$ cat src/rtl/w5300_socket_n_bus_responder.sv
// W5300 host-bus slave emulating one Socket N register block (UDP subset).
// RX words are injected and TX words observed through side ports for loopback bring-up.
module w5300_socket_n_bus_responder #(
    parameter int unsigned N        = 0,
    parameter int unsigned TX_BYTES = 8192,
    parameter int unsigned RX_WORDS = 16,
    parameter int unsigned CMD_LAT  = 4
) (
    input  logic        clk,
    input  logic        rst_n,
    input  logic [9:0]  addr,
    input  logic        cs_n,
    input  logic        rd_n,
    input  logic        wr_n,
    input  logic [15:0] wdata,
    output logic [15:0] rdata,
    output logic        rdata_oe,
    output logic        int_n,
    input  logic        rx_inj_valid,
    output logic        rx_inj_ready,
    input  logic [15:0] rx_inj_data,
    output logic        tx_mon_valid,
    output logic [15:0] tx_mon_data,
    output logic        tx_sent,
    output logic [16:0] tx_sent_bytes,
    output logic        ovf_err
);

    localparam int unsigned SW = 17;
    localparam int unsigned PW = (RX_WORDS > 1) ? $clog2(RX_WORDS) : 1;
    localparam int unsigned CW = $clog2(RX_WORDS + 1);
    localparam int unsigned LW = (CMD_LAT > 1) ? $clog2(CMD_LAT) : 1;
    localparam logic [9:0]  BASE = 10'(32'h200 + 32'h040 * N);

    localparam logic [5:0] OFF_MR     = 6'h00;
    localparam logic [5:0] OFF_CR     = 6'h02;
    localparam logic [5:0] OFF_IMR    = 6'h04;
    localparam logic [5:0] OFF_IR     = 6'h06;
    localparam logic [5:0] OFF_SSR    = 6'h08;
    localparam logic [5:0] OFF_PORTR  = 6'h0A;
    localparam logic [5:0] OFF_DPORTR = 6'h12;
    localparam logic [5:0] OFF_DIPR0  = 6'h14;
    localparam logic [5:0] OFF_DIPR2  = 6'h16;
    localparam logic [5:0] OFF_MSSR   = 6'h18;
    localparam logic [5:0] OFF_WRSR0  = 6'h20;
    localparam logic [5:0] OFF_WRSR2  = 6'h22;
    localparam logic [5:0] OFF_FSR0   = 6'h24;
    localparam logic [5:0] OFF_FSR2   = 6'h26;
    localparam logic [5:0] OFF_RSR0   = 6'h28;
    localparam logic [5:0] OFF_RSR2   = 6'h2A;
    localparam logic [5:0] OFF_TXF    = 6'h2E;
    localparam logic [5:0] OFF_RXF    = 6'h30;

    localparam logic [15:0] CMD_OPEN  = 16'h0001;
    localparam logic [15:0] CMD_CLOSE = 16'h0010;
    localparam logic [15:0] CMD_SEND  = 16'h0020;
    localparam logic [15:0] CMD_RECV  = 16'h0040;
    localparam logic [7:0]  SSR_UDP   = 8'h22;

    typedef enum logic [1:0] {ST_IDLE, ST_BUSY, ST_DONE} state_e;

    state_e          state_q;
    logic [LW-1:0]   lat_q;
    logic [15:0]     cmd_q;
    logic            wr_n_q, rd_n_q;

    logic [15:0]     mr_q, mr_d, imr_q, imr_d, ir_q, ir_d;
    logic [15:0]     portr_q, portr_d, dportr_q, dportr_d;
    logic [15:0]     dipr0_q, dipr0_d, dipr2_q, dipr2_d, mssr_q, mssr_d;
    logic [7:0]      ssr_q, ssr_d;
    logic [SW-1:0]   wrsr_q, wrsr_d, fsr_q, fsr_d, rsr_q, rsr_d;
    logic [SW-1:0]   pend_q, pend_d, popped_q, popped_d;
    logic [15:0]     fifo_mem [RX_WORDS];
    logic [PW-1:0]   wp_q, wp_d, rp_q, rp_d;
    logic [CW-1:0]   cnt_q, cnt_d;
    logic            pop_arm_q, pop_arm_d;
    logic            ready_q, ready_d, int_n_q, int_n_d, ovf_q, ovf_d;
    logic            txv_q, txv_d, sent_q, sent_d, oe_q, oe_d;
    logic [15:0]     txd_q, txd_d, rdata_q, rdata_d, rd_mux;
    logic [SW-1:0]   sent_bytes_q, sent_bytes_d;

    logic [5:0] off;
    logic       hit, wr_commit, rd_act, rd_fall, rd_rise;
    logic       done, ssr_udp, do_open, do_close, do_send, do_recv;
    logic       inj_ok, pop, tx_wr;

    assign off       = addr[5:0];
    assign hit       = !cs_n && (addr[9:6] == BASE[9:6]);
    assign wr_commit = hit && wr_n && !wr_n_q;
    assign rd_act    = hit && !rd_n;
    assign rd_fall   = rd_act && rd_n_q;
    assign rd_rise   = rd_n && !rd_n_q;

    assign done      = (state_q == ST_DONE);
    assign ssr_udp   = (ssr_q == SSR_UDP);
    assign do_open   = done && (cmd_q == CMD_OPEN);
    assign do_close  = done && (cmd_q == CMD_CLOSE);
    assign do_send   = done && (cmd_q == CMD_SEND) && ssr_udp;
    assign do_recv   = done && (cmd_q == CMD_RECV) && ssr_udp;
    assign inj_ok    = rx_inj_valid && ready_q && ssr_udp && !do_close;
    assign pop       = rd_rise && pop_arm_q && (cnt_q != '0);
    assign tx_wr     = wr_commit && (off == OFF_TXF);

    // Command sequencer: a command sits in CR for CMD_LAT cycles, then takes effect in DONE
    always_ff @(posedge clk or negedge rst_n) begin
        if (!rst_n) begin
            state_q <= ST_IDLE;
            lat_q   <= '0;
            cmd_q   <= '0;
        end else begin
            case (state_q)
                ST_IDLE: if (wr_commit && off == OFF_CR && wdata != 16'h0000) begin
                    state_q <= ST_BUSY;
                    cmd_q   <= wdata;
                    lat_q   <= '0;
                end
                ST_BUSY: begin
                    if (lat_q == LW'(CMD_LAT - 1)) state_q <= ST_DONE;
                    else                           lat_q   <= lat_q + LW'(1);
                end
                ST_DONE: state_q <= ST_IDLE;
                default: state_q <= ST_IDLE;
            endcase
        end
    end

    always_comb begin
        rd_mux = 16'h0000;
        case (off)
            OFF_MR:     rd_mux = mr_q;
            OFF_CR:     rd_mux = (state_q == ST_BUSY) ? cmd_q : 16'h0000;
            OFF_IMR:    rd_mux = imr_q;
            OFF_IR:     rd_mux = ir_q;
            OFF_SSR:    rd_mux = {8'h00, ssr_q};
            OFF_PORTR:  rd_mux = portr_q;
            OFF_DPORTR: rd_mux = dportr_q;
            OFF_DIPR0:  rd_mux = dipr0_q;
            OFF_DIPR2:  rd_mux = dipr2_q;
            OFF_MSSR:   rd_mux = mssr_q;
            OFF_WRSR0:  rd_mux = {15'h0000, wrsr_q[16]};
            OFF_WRSR2:  rd_mux = wrsr_q[15:0];
            OFF_FSR0:   rd_mux = {15'h0000, fsr_q[16]};
            OFF_FSR2:   rd_mux = fsr_q[15:0];
            OFF_RSR0:   rd_mux = {15'h0000, rsr_q[16]};
            OFF_RSR2:   rd_mux = rsr_q[15:0];
            OFF_RXF:    rd_mux = (cnt_q != '0) ? fifo_mem[rp_q] : 16'h0000;
            default:    rd_mux = 16'h0000;
        endcase
    end

    always_comb begin
        mr_d = mr_q;   imr_d = imr_q;   portr_d = portr_q;   dportr_d = dportr_q;
        dipr0_d = dipr0_q;   dipr2_d = dipr2_q;   mssr_d = mssr_q;   ssr_d = ssr_q;
        wrsr_d = wrsr_q;   fsr_d = fsr_q;   pend_d = pend_q;
        wp_d = wp_q;   rp_d = rp_q;   cnt_d = cnt_q;   pop_arm_d = pop_arm_q;
        ovf_d = ovf_q;   txv_d = 1'b0;   txd_d = txd_q;
        sent_d = 1'b0;   sent_bytes_d = sent_bytes_q;
        rdata_d = rd_act ? rd_mux : 16'h0000;
        oe_d    = rd_act;

        if (wr_commit) begin
            case (off)
                OFF_MR:     mr_d            = wdata;
                OFF_IMR:    imr_d           = wdata;
                OFF_PORTR:  portr_d         = wdata;
                OFF_DPORTR: dportr_d        = wdata;
                OFF_DIPR0:  dipr0_d         = wdata;
                OFF_DIPR2:  dipr2_d         = wdata;
                OFF_MSSR:   mssr_d          = wdata;
                OFF_WRSR0:  wrsr_d[16]      = wdata[0];
                OFF_WRSR2:  wrsr_d[15:0]    = wdata;
                default: ;
            endcase
        end

        // Interrupt set has priority over a coincident write-one-to-clear
        ir_d = (ir_q & ~((wr_commit && off == OFF_IR) ? wdata : 16'h0000))
             | {7'h00, do_send, 1'b0, inj_ok, 6'h00};

        if (do_open && mr_q[3:0] == 4'h2) ssr_d = SSR_UDP;
        if (do_close)                     ssr_d = 8'h00;

        if (do_send) begin
            sent_d       = 1'b1;
            sent_bytes_d = wrsr_q;
            if (wrsr_q > pend_q) ovf_d = 1'b1;
        end
        if (do_send || do_close) begin
            pend_d = '0;
            fsr_d  = SW'(TX_BYTES);
        end
        if (tx_wr) begin
            if (fsr_d >= SW'(2)) begin
                txv_d  = 1'b1;
                txd_d  = wdata;
                pend_d = pend_d + SW'(2);
                fsr_d  = fsr_d - SW'(2);
            end else begin
                ovf_d  = 1'b1;
            end
        end

        if (rd_fall)      pop_arm_d = (off == OFF_RXF) && (cnt_q != '0);
        else if (rd_rise) pop_arm_d = 1'b0;

        if (inj_ok) wp_d = wp_q + PW'(1);
        if (pop)    rp_d = rp_q + PW'(1);
        case ({inj_ok, pop})
            2'b10:   cnt_d = cnt_q + CW'(1);
            2'b01:   cnt_d = cnt_q - CW'(1);
            default: cnt_d = cnt_q;
        endcase

        // RSR only shrinks on RECV, by the bytes the host has popped since the previous RECV
        rsr_d    = rsr_q + (inj_ok ? SW'(2) : SW'(0)) - (do_recv ? popped_q : SW'(0));
        popped_d = (do_recv ? SW'(0) : popped_q) + (pop ? SW'(2) : SW'(0));

        if (do_close) begin
            wp_d = '0;   rp_d = '0;   cnt_d = '0;
            rsr_d = '0;   popped_d = '0;   pop_arm_d = 1'b0;
        end

        ready_d = (cnt_d != CW'(RX_WORDS));
        int_n_d = ~|(ir_d & imr_d);
    end

    always_ff @(posedge clk) begin
        if (inj_ok) fifo_mem[wp_q] <= rx_inj_data;
    end

    always_ff @(posedge clk or negedge rst_n) begin
        if (!rst_n) begin
            wr_n_q <= 1'b1;   rd_n_q <= 1'b1;
            mr_q <= '0;   imr_q <= '0;   ir_q <= '0;   ssr_q <= '0;
            portr_q <= '0;   dportr_q <= '0;   dipr0_q <= '0;   dipr2_q <= '0;   mssr_q <= '0;
            wrsr_q <= '0;   fsr_q <= SW'(TX_BYTES);   rsr_q <= '0;
            pend_q <= '0;   popped_q <= '0;
            wp_q <= '0;   rp_q <= '0;   cnt_q <= '0;   pop_arm_q <= 1'b0;
            ready_q <= 1'b1;   int_n_q <= 1'b1;   ovf_q <= 1'b0;
            txv_q <= 1'b0;   txd_q <= '0;   sent_q <= 1'b0;   sent_bytes_q <= '0;
            rdata_q <= '0;   oe_q <= 1'b0;
        end else begin
            wr_n_q <= wr_n;   rd_n_q <= rd_n;
            mr_q <= mr_d;   imr_q <= imr_d;   ir_q <= ir_d;   ssr_q <= ssr_d;
            portr_q <= portr_d;   dportr_q <= dportr_d;
            dipr0_q <= dipr0_d;   dipr2_q <= dipr2_d;   mssr_q <= mssr_d;
            wrsr_q <= wrsr_d;   fsr_q <= fsr_d;   rsr_q <= rsr_d;
            pend_q <= pend_d;   popped_q <= popped_d;
            wp_q <= wp_d;   rp_q <= rp_d;   cnt_q <= cnt_d;   pop_arm_q <= pop_arm_d;
            ready_q <= ready_d;   int_n_q <= int_n_d;   ovf_q <= ovf_d;
            txv_q <= txv_d;   txd_q <= txd_d;   sent_q <= sent_d;   sent_bytes_q <= sent_bytes_d;
            rdata_q <= rdata_d;   oe_q <= oe_d;
        end
    end

    assign rdata         = rdata_q;
    assign rdata_oe      = oe_q;
    assign int_n         = int_n_q;
    assign rx_inj_ready  = ready_q;
    assign tx_mon_valid  = txv_q;
    assign tx_mon_data   = txd_q;
    assign tx_sent       = sent_q;
    assign tx_sent_bytes = sent_bytes_q;
    assign ovf_err       = ovf_q;

endmodule

$ cat config.mk
export PLATFORM = sky130hd
export DESIGN_NAME = w5300_socket_n_bus_responder
export DESIGN_NICKNAME = d
export VERILOG_FILES = /design/src/rtl/w5300_socket_n_bus_responder.sv
export SDC_FILE = /design/constraint.sdc
export NUM_CORES = 1
export LEC_CHECK = 0
export CORE_ASPECT_RATIO = 1.75
export CORE_UTILIZATION = 50
export CTS_BUF_LIST = sky130_fd_sc_hd__clkbuf_4 sky130_fd_sc_hd__clkbuf_8
export DETAILED_ROUTE_END_ITERATION = 10
export HOLD_SLACK_MARGIN = 0.05
export PLACE_DENSITY_LB_ADDON = 0.3
export REMOVE_ABC_BUFFERS = 1
export SKIP_CTS_REPAIR_TIMING = 1
export SLEW_MARGIN = 20
export SYNTH_ARGS = -nofsm -noshare
export SYNTH_HDL_FRONTEND = slang
export SYNTH_SLANG_ARGS = --single-unit
$ cat constraint.sdc
create_clock -name clk -period 6.6 [get_ports clk]
set_input_delay 0.66 -clock clk [delete_from_list [all_inputs] [get_ports clk]]
set_output_delay 0.66 -clock clk [all_outputs]
set_load 0.005 [all_outputs]
==> impl_metrics.yaml, run 1 <==
logic_synthesis:
  synth-async-reset-ratio_pct: 54.20
  postSynthRegisterBits: 559
  dominantRegCellSynth: "sky130_fd_sc_hd__dfrtp_1"
  yosys.cell_types.count: 78
  synth.yosys.warnings: 0
  syn_inst: 1731
  syn_area_sq_um: 24710
  avgSynthCellArea_sq_um: 14.28
  seq_area_frac_synth_pct: 61.81
  synth_enable_flop_cells: 256
pwr:
  total_power_mw: 7.644
  p_per_area_nw_per_um2: 269.4
  max-vdd-ir-drop_uv: 176.8
  cellLeakagePower_nw: 11.47
layout:
  layout_common_cells: "sky130_fd_sc_hd__dfrtp_1 (296), sky130_fd_sc_hd__edfxtp_1 (256), sky130_fd_sc_hd__nand2_1 (142)"
  area.sequential_sq_um: 15280
  multi_input_comb_area_sq_um: 8967
  final_cells: 2605
  nNetsFinal: 1993
  final_common_cell: "sky130_fd_sc_hd__dfrtp_1"
  drive_gt1_share_pct: 22.56
  post-route-cell-area_sq_um: 28370
  fillers: 3878
  utilization_pct: 58.22
  flow.area_growth_from_synthesis_pct: 14.79
clock_tree:
  clkTransAtPathRegs_ps: 70
  clock_tree.htree_level_count: 3
  cts_tree: "done"
  cts_buffer_count: 84
  clock-root-buffer: "sky130_fd_sc_hd__clkbuf_8"
  cts.sinks: 559
  cts_buffer_depth: 3
  later_pin_clock_latency_in_the_skew_report_ps: 650
route:
  routed_met2_length_microns: 35060
  final_wirelength_microns: 65700
  dr.max_layer_used: "met4"
  via_per_inst: 6.014
  wl_per_cell_microns: 25.22
  router_iterations_before_antenna_repair: 7
  vias: 15670
  drt_iter0_drc: 1159
  drc_markers: 0
  wirelength_met1_microns: 22270
  wl_met3_microns: 3572
  route.antenna.remaining_nets: 0
timing:
  finClkSkew_ps: 28.46
  grt_setup_unrepaired: "false"
  relSlewSlack_pct: 20.64
  final.hold.worst_slack_ps: 441.8
  clock.fmax_mhz: 200.2
  setup_ws_ps: 1605
  finalCriticalPeriod_ps: 4995
  finalSetupViolations: 0
  worstMarginPinSlew_ps: 1190
  finalHoldViolations: 0
  timing.final.max_slew_violations: 0
  timing.setup.tns_ps: 0
  fin_crit_sh_pct: 75.68
setup_path:
  cpPeakStageDelay_ps: 470
  crit_type: "register to register"
  critPathSlowestCell: "sky130_fd_sc_hd__fa_1"
  worst_ep_arrival_time_ps: 5520
  worst_path_dominant_cell_family: "simple AND/OR/NAND/NOR gates"
  cp_cell_sequence: "or3_1 -> nor4_1 -> nand4_1 -> or2_1 -> nand2_1 -> inv_2 -> fa_1 -> ha_1 -> fa_1 -> a21o_1 -> a21o_1 -> a211oi_1 -> nor3b_1 -> a41oi_1 -> nor4b_1 -> a211o_1"
  setup.worst_path.end_class: "register"
  crit_path_start_kind: "register"
  worst-path-max-fanout: 8
  worst-endpoint-required_ps: 7120
  crit_buf_inv: 1
global_routing:
  number_of_antenna_violations_at_the_first_check_in_global_routing: 1
  leftover_overflow_at_the_end_of_global_routing: 0
  vias_in_the_first_global_route: 16640
  grt_start_max_net_pins: 166
  grt_first_pass_wirelength_microns: 99770
  groute.usage.overall_pct: 27.13
placed_design:
  place_inst: 2449
  placed_area_sq_um: 26630
  portBuffers: 102
  globalplace.congestion: 0.9589
  post-dp-hpwl_microns: 44830
  place_worst_setup_slack_ps: 1618
die:
  design.die.area_sq_um: 50360
  design.portCount: 103
  die_h_microns: 296.1
  initial_core_utilization_pct: 50.72
  placementRows: 107
  die_w_microns: 170.1
  core-area_sq_um: 48730
worst_hold_path:
  hp-class: "input pin to register"
job:
  drv_cap: 0
outcome:
  result_of_the_run: "completed"
==> synthesized netlist by cell type (5+ instances only) <==
master	instances	area (sq um)
sky130_fd_sc_hd__clkbuf_1	49	183.9
sky130_fd_sc_hd__nand2_1	142	533.0
sky130_fd_sc_hd__and2_1	10	62.56
sky130_fd_sc_hd__xnor2_1	30	262.8
sky130_fd_sc_hd__a21oi_1	38	190.2
sky130_fd_sc_hd__xor2_1	22	192.7
sky130_fd_sc_hd__nor2_1	115	431.7
sky130_fd_sc_hd__a222oi_1	15	150.1
sky130_fd_sc_hd__nor4_1	19	118.9
sky130_fd_sc_hd__a21o_1	7	52.55
sky130_fd_sc_hd__dfrtp_1	298	7457
sky130_fd_sc_hd__ha_1	60	750.7
sky130_fd_sc_hd__nand2b_1	9	56.30
sky130_fd_sc_hd__buf_1	8	30.03
sky130_fd_sc_hd__buf_2	28	140.1
sky130_fd_sc_hd__or3_1	8	50.05
sky130_fd_sc_hd__mux2_4	7	105.1
sky130_fd_sc_hd__o21ai_0	25	125.1
sky130_fd_sc_hd__dfstp_2	5	131.4
sky130_fd_sc_hd__mux2_1	54	608.1
sky130_fd_sc_hd__nand4_1	15	93.84
sky130_fd_sc_hd__nor3_1	25	125.1
sky130_fd_sc_hd__mux2_2	103	1160
sky130_fd_sc_hd__inv_1	37	138.9
sky130_fd_sc_hd__o211ai_1	5	37.54
sky130_fd_sc_hd__a22oi_1	64	480.5
sky130_fd_sc_hd__nand3_1	37	185.2
sky130_fd_sc_hd__nor2b_1	15	93.84
sky130_fd_sc_hd__mux4_2	80	1802
sky130_fd_sc_hd__o21a_1	5	37.54
sky130_fd_sc_hd__a21boi_0	15	112.6
sky130_fd_sc_hd__a211oi_1	20	150.1
sky130_fd_sc_hd__and3_1	7	43.79
sky130_fd_sc_hd__edfxtp_1	256	7687
==> registers in the layout, summed over array words and instances (netlist names), 17 cells and up <==
| register | count |
|---|---|
| rsr_q | 17 |
| wrsr_q | 17 |
| tx_sent_bytes | 17 |
| fsr_q | 17 |
| fifo_mem | 256 |
==> kinds of logic after synthesis <==
kind of cell	count (synthesis)	share of synthesized area (%)
compound gates	226	6.500
fa+ha+maj	63	3.281
buf+inv	128	2.197
simple gates	454	9.325
mux	248	15.03
other cells	1	0.01517
flops	559	61.81
xor+xnor	52	1.843
==> metal layers <==
metal	vias to the layer above	track usage [%]
li1	6846	-
met1	7990	28.36
met2	588	48.91
met3	242	4.631
met4	0	19.38
met5	-	0
==> where the power goes <==
| part | switching [mW] | internal (mW) | leakage (nW) |
|---|---|---|---|
| clock | 1.33 | 1.56 | 0.917 |
| combinational | 0.561 | 0.405 | 4.17 |
| sequential | 0.0640 | 3.72 | 6.38 |
==> area by class of cell <==
cell class                 count  area share, %
antenna                        1       0.008821
clock buffer                 129          5.531
clock inverter                25         0.5425
inverter                      39         0.5160
multi-input combinational   1044          31.61
sequential                   559          53.86
tap                          654          2.884
timing repair buffer         154          5.045
==> path summary, 6_finish.rpt <==
| kind | depth (start not counted) | to | slack, ps | from |
|---|---|---|---|---|
| min in group asynchronous | 2 | tx_mon_data[14] | 550 | rst_n |
| max reg2reg | 16 | rsr_q[15] | 1600 | cmd_q[12] |
| min | 1 | wr_n_q | 440 | wr_n |
| max in group asynchronous | 3 | popped_q[4] | 4610 | rst_n |
| max | 16 | rsr_q[15] | 1600 | cmd_q[12] |
| min reg2reg | 2 | tx_mon_data[5] | 480 | tx_mon_data[5] |
(Power assumes the default switching activity.)
==> run 2, diff against run 1 <==
==> constraint.sdc (replaced) <==
create_clock -name clk -period 4.35 [get_ports clk]
set_input_delay 0.435 -clock clk [delete_from_list [all_inputs] [get_ports clk]]
set_output_delay 0.435 -clock clk [all_outputs]
set_load 0.005 [all_outputs]
==> run 2 against run 1 <==
  * Total power increased by 54%
  * Die area unchanged
  * Register-to-register slack got worse by 1500 ps
  * Combinational power increased by 58%
  * Largest power group unchanged
  * Setup slack got worse by 1500 ps
  * Hold slack got worse by 220 ps
  * Highest routed layer unchanged
  * Design area increased by 1.2%
==> impl_metrics.yaml, run 2 (synthesized netlist as in run 1, its figures left out) <==
outcome:
  result_of_the_run: "completed"
die:
  placementRows: 107
  initial_core_utilization_pct: 50.72
  die_w_microns: 170.1
  die_h_microns: 296.1
  design.die.area_sq_um: 50360
  core-area_sq_um: 48730
  design.portCount: 103
timing:
  finalSetupViolations: 0
  finalCriticalPeriod_ps: 4263
  timing.final.max_slew_violations: 0
  timing.setup.tns_ps: 0
  worstMarginPinSlew_ps: 1080
  relSlewSlack_pct: 27.80
  finClkSkew_ps: 40.57
  clock.fmax_mhz: 234.6
  fin_crit_sh_pct: 98.01
  finalHoldViolations: 0
pwr:
  cellLeakagePower_nw: 11.65
  p_per_area_nw_per_um2: 409.8
  max-vdd-ir-drop_uv: 308.5
setup_path:
  crit_type: "register to register"
  worst_ep_arrival_time_ps: 4770
  worst_r2r_path_depth: 15
  worst-endpoint-required_ps: 4860
  setup.worst_path.end_class: "register"
  worst-path-max-fanout: 4
  startpoint: "cmd_q[12]"
  r2r-end: "rsr_q[15]"
  crit_path_start_kind: "register"
  slack_of_the_worst_reg_to_reg_path_ps: 90
  worst_setup_path_endpoint: "rsr_q[15]"
  timing.rr.start: "cmd_q[12]"
placed_design:
  portBuffers: 102
  place_inst: 2487
  post-dp-hpwl_microns: 47100
  globalplace.congestion: 0.9881
layout:
  utilization_pct: 58.89
  drive_gt1_share_pct: 23.94
  layout_common_cells: "sky130_fd_sc_hd__dfrtp_1 (296), sky130_fd_sc_hd__edfxtp_1 (256), sky130_fd_sc_hd__nand2_1 (142)"
  largest-register: "fifo_mem"
  flow.area_growth_from_synthesis_pct: 16.11
  largest_register_ff_count: 256
  nNetsFinal: 2029
  final_common_cell: "sky130_fd_sc_hd__dfrtp_1"
  fillers: 3871
  final_cells: 2635
global_routing:
  groute.usage.overall_pct: 28.24
  grt_start_max_net_pins: 97
  vias_in_the_first_global_route: 16860
  number_of_antenna_violations_at_the_first_check_in_global_routing: 1
  grt_first_pass_wirelength_microns: 103000
  leftover_overflow_at_the_end_of_global_routing: 0
worst_hold_path:
  hp-class: "input pin to register"
route:
  via_per_inst: 6.015
  drc_markers: 0
  final_wirelength_microns: 68390
  drt_iter0_drc: 1227
  route.antenna.remaining_nets: 0
  router_iterations_before_antenna_repair: 6
  wl_per_cell_microns: 25.95
  vias: 15850
clock_tree:
  clkTransAtPathRegs_ps: 70
  cts.sinks: 559
  clock_tree.htree_level_count: 3
  clock-root-buffer: "sky130_fd_sc_hd__clkbuf_8"
  cts_tree: "done"
  cts_buffer_depth: 3
  later_pin_clock_latency_in_the_skew_report_ps: 660
  cts_buffer_count: 82
job:
  drv_cap: 0
==> run 2: cell type report <==
class	count	area, sq um	share of cell area [%]
sequential	559	15280	53.25
clock inverter	28	275.3	0.9592
timing repair buffer	192	1729	6.026
multi-input combinational	1044	8989	31.32
clock buffer	118	1455	5.071
antenna	1	2.502	0.008720
tap	654	818.3	2.852
inverter	39	146.4	0.5101
==> run 2: worst min-delay path by stage <==
stage,start,to,slack [ps],cells past startpoint
2_1_floorplan,rst_n,cmd_q[0],140,0
3_3_place_gp,tx_mon_data[6],tx_mon_data[6],460,2
3_5_place_dp,tx_mon_data[3],tx_mon_data[3],460,2
4_1_cts,rst_n,mssr_q[5],-170,1
5_1_grt,wr_n,wr_n_q,220,1
6_report,wr_n,wr_n_q,220,1
==> run 2: worst max-delay path: stages (launching register included) <==
cell	delay, ps
sky130_fd_sc_hd__dfrtp_1	370
sky130_fd_sc_hd__buf_4	140
sky130_fd_sc_hd__nor4_1	500
sky130_fd_sc_hd__nand4_1	220
sky130_fd_sc_hd__nor3_2	260
sky130_fd_sc_hd__nand2_1	100
sky130_fd_sc_hd__fa_1	450
sky130_fd_sc_hd__ha_1	250
sky130_fd_sc_hd__fa_1	490
sky130_fd_sc_hd__a21o_1	180
sky130_fd_sc_hd__a21o_1	220
sky130_fd_sc_hd__a211oi_2	270
sky130_fd_sc_hd__nor3b_2	120
sky130_fd_sc_hd__a41oi_2	190
sky130_fd_sc_hd__nor4b_1	70
sky130_fd_sc_hd__a211o_1	300
==> run 2: per-stage QoR <==
step,worst slack [ps],power (mW),cell area (sq um),hold WS [ps]
2_1_floorplan,-483.0,6.790,24320,139.4
3_3_place_gp,20.43,7.237,26930,457.0
3_5_place_dp,-56.78,7.309,26930,463.6
4_1_cts,-117.1,11.78,28660,-171.0
5_1_grt,-20.70,12.22,28700,222.8
6_report,86.63,11.76,28700,223.9
==> run 2: report_power, final <==
group	leakage (nW)	internal (mW)	switching [mW]
sequential	6.38	5.65	0.100
clock	0.901	2.46	2.03
combinational	4.37	0.647	0.881
total	11.7	8.75	3.01
==> run 2: per-layer routing <==
| metal | up-vias | GRT usage, % | wire (microns) |
|---|---|---|---|
| li1 | 6906 | - | - |
| met1 | 8030 | 29.54 | 23090 |
| met2 | 653 | 49.97 | 35830 |
| met3 | 261 | 5.472 | 4213 |
| met4 | 0 | 21.14 | 5258 |
| met5 | - | 0 | 0 |
==> run 3, diff against run 2 <==
--- a/config.mk
+++ b/config.mk
@@ -6,14 +6,13 @@
 export NUM_CORES = 1
 export LEC_CHECK = 0
 export CORE_ASPECT_RATIO = 1.75
-export CORE_UTILIZATION = 50
+export CORE_UTILIZATION = 57
 export CTS_BUF_LIST = sky130_fd_sc_hd__clkbuf_4 sky130_fd_sc_hd__clkbuf_8
 export DETAILED_ROUTE_END_ITERATION = 10
 export HOLD_SLACK_MARGIN = 0.05
 export PLACE_DENSITY_LB_ADDON = 0.3
 export REMOVE_ABC_BUFFERS = 1
 export SKIP_CTS_REPAIR_TIMING = 1
-export SLEW_MARGIN = 20
 export SYNTH_ARGS = -nofsm -noshare
 export SYNTH_HDL_FRONTEND = slang
 export SYNTH_SLANG_ARGS = --single-unit
==> run 3 against run 2 <==
  * Combinational power is essentially flat
  * Register-to-register slack gained 120 ps
  * Clock skew shrank 13 ps
  * Die area shrank 12%
  * Critical path type unchanged
  * Critical endpoint unchanged
  * Largest cell class unchanged
==> impl_metrics.yaml, run 3 (synthesized netlist as in run 1, its figures left out) <==
outcome:
  result_of_the_run: "completed"
layout:
  post-route-cell-area_sq_um: 28450
  layout_common_cells: "sky130_fd_sc_hd__dfrtp_1 (296), sky130_fd_sc_hd__edfxtp_1 (256), sky130_fd_sc_hd__nand2_1 (142)"
  multi_input_comb_area_sq_um: 9001
  final_common_cell: "sky130_fd_sc_hd__dfrtp_1"
  utilization_pct: 66.68
  largest_register_ff_count: 256
  nNetsFinal: 2015
  largest-register: "fifo_mem"
  fillers: 2999
  drive_gt1_share_pct: 23.08
  area.sequential_sq_um: 15280
  flow.area_growth_from_synthesis_pct: 15.11
  final_cells: 2526
route:
  drc_markers: 0
  via_per_inst: 6.304
  final_wirelength_microns: 66430
  route.antenna.remaining_nets: 0
  router_iterations_before_antenna_repair: 7
  wl_per_cell_microns: 26.30
  drt_iter0_drc: 1439
  vias: 15920
timing:
  setup_ws_ps: 201.7
  finClkSkew_ps: 28.06
  finalHoldViolations: 0
  clock.fmax_mhz: 241.1
  finalSetupViolations: 0
  relSlewSlack_pct: 21.10
  timing.final.max_slew_violations: 0
  worstMarginPinSlew_ps: 1183
  finalCriticalPeriod_ps: 4148
  fin_crit_sh_pct: 95.36
pwr:
  cellLeakagePower_nw: 11.58
  internal-power_mw: 8.611
  netSwitchingFraction_pct: 25.75
  netSwitchingPower_mw: 2.987
  sequentialPowerShare_pct: 49.6
  max-vdd-ir-drop_uv: 285.1
  power.clock.fraction_pct: 37.1
  power.combinational.fraction_pct: 13.2
  p_per_area_nw_per_um2: 407.7
die:
  die_h_microns: 277.5
  design.die.area_sq_um: 44230
  placementRows: 100
  die_w_microns: 159.4
  initial_core_utilization_pct: 57.93
  core-area_sq_um: 42670
  design.portCount: 103
global_routing:
  grt_first_pass_wirelength_microns: 101600
  grt_start_max_net_pins: 102
  number_of_antenna_violations_at_the_first_check_in_global_routing: 2
  leftover_overflow_at_the_end_of_global_routing: 0
  groute.usage.overall_pct: 31.17
  vias_in_the_first_global_route: 17020
worst_hold_path:
  holdPathEnd: "wr_n_q"
  worstHoldPathCells: 1
  hold_path_startpoint: "wr_n"
  hp-class: "input pin to register"
setup_path:
  slack_of_the_worst_reg_to_reg_path_ps: 200
  setup.worst_path.end_class: "register"
  worst_r2r_path_depth: 16
  worst_ep_arrival_time_ps: 4690
  worst-endpoint-required_ps: 4890
  worst-path-max-fanout: 4
  cpPeakStageDelay_ps: 470
  cp_cell_sequence: "or3_1 -> nor4_4 -> nand4_1 -> or2_1 -> nand2_1 -> inv_2 -> fa_1 -> ha_1 -> fa_1 -> a21o_1 -> a21o_1 -> a211oi_2 -> nor3b_2 -> a41oi_2 -> nor4b_1 -> a211o_1"
  crit_buf_inv: 1
  r2r-end: "rsr_q[15]"
  critPathSlowestCell: "sky130_fd_sc_hd__fa_1"
  timing.rr.start: "cmd_q[13]"
  crit_path_start_kind: "register"
  crit_type: "register to register"
  worst_path_dominant_cell_family: "simple AND/OR/NAND/NOR gates"
placed_design:
  post-dp-hpwl_microns: 45890
  globalplace.congestion: 1.002
  place_inst: 2381
  place_worst_setup_slack_ps: -7.581
  placed_area_sq_um: 26740
  portBuffers: 102
clock_tree:
  clkTransAtPathRegs_ps: 70
  later_pin_clock_latency_in_the_skew_report_ps: 660
  cts_buffer_depth: 3
  cts_tree: "done"
  clock_tree.htree_level_count: 3
  cts.sinks: 559
  cts_buffer_count: 81
  clock-root-buffer: "sky130_fd_sc_hd__clkbuf_8"
job:
  drv_cap: 0
==> run 3: final cells by class <==
type                    count  share of cell area [%]
clock inverters            32                  0.9192
flip-flops and latches    559                   53.71
well taps                 561                   2.467
multi-input cells        1044                   31.64
diodes                      2                 0.01759
inverters                  39                  0.5146
repair buffers            179                   5.823
clock buffers             110                   4.904
==> run 3: power groups by stage <==
stage / Clock [mW] / Combinational [mW] / Sequential (mW)
floorplan: 0 / 0.998 / 5.79
CTS: 4.37 / 1.48 / 5.75
finish: 4.31 / 1.54 / 5.76
global placement: 0 / 1.38 / 5.85
global route: 4.59 / 1.70 / 5.75
detailed placement: 0 / 1.47 / 5.85
==> run 3: worst reg2reg max path: cells and delay by family, from the launching register on <==
family	cells	cell delay (ps)
fa+ha+maj	3	1170
flops	1	400
buf+inv	1	50
simple gates	7	1280
compound gates	5	1140
==> run 3: layer usage <==
metal	part of all wire, %	global-route usage (%)
met4	8.3	23.89
met1	33	33.04
met2	52	54.57
met5	0	0
met3	6.5	5.996
==> run 3: worst max-delay path by stage <==
stage	cells past startpoint	startpoint	endpoint
after floorplan	14	cmd_q[8]	rsr_q[15]
after global placement	16	cmd_q[13]	rsr_q[15]
after detailed placement	16	cmd_q[13]	rsr_q[15]
after CTS	16	cmd_q[13]	rsr_q[15]
after global routing	15	cmd_q[12]	rsr_q[16]
final	16	cmd_q[13]	rsr_q[15]
==> run 3: through the flow <==
stage,setup TNS [ps],hold WS (ps),power (mW)
after global placement,0,462.4,7.233
after CTS,-29.96,-160.0,11.59
after detailed placement,-7.581,466.7,7.319
after global routing,-0.8229,228.8,12.03
final,0,225.2,11.60
after floorplan,-1638,139.4,6.790
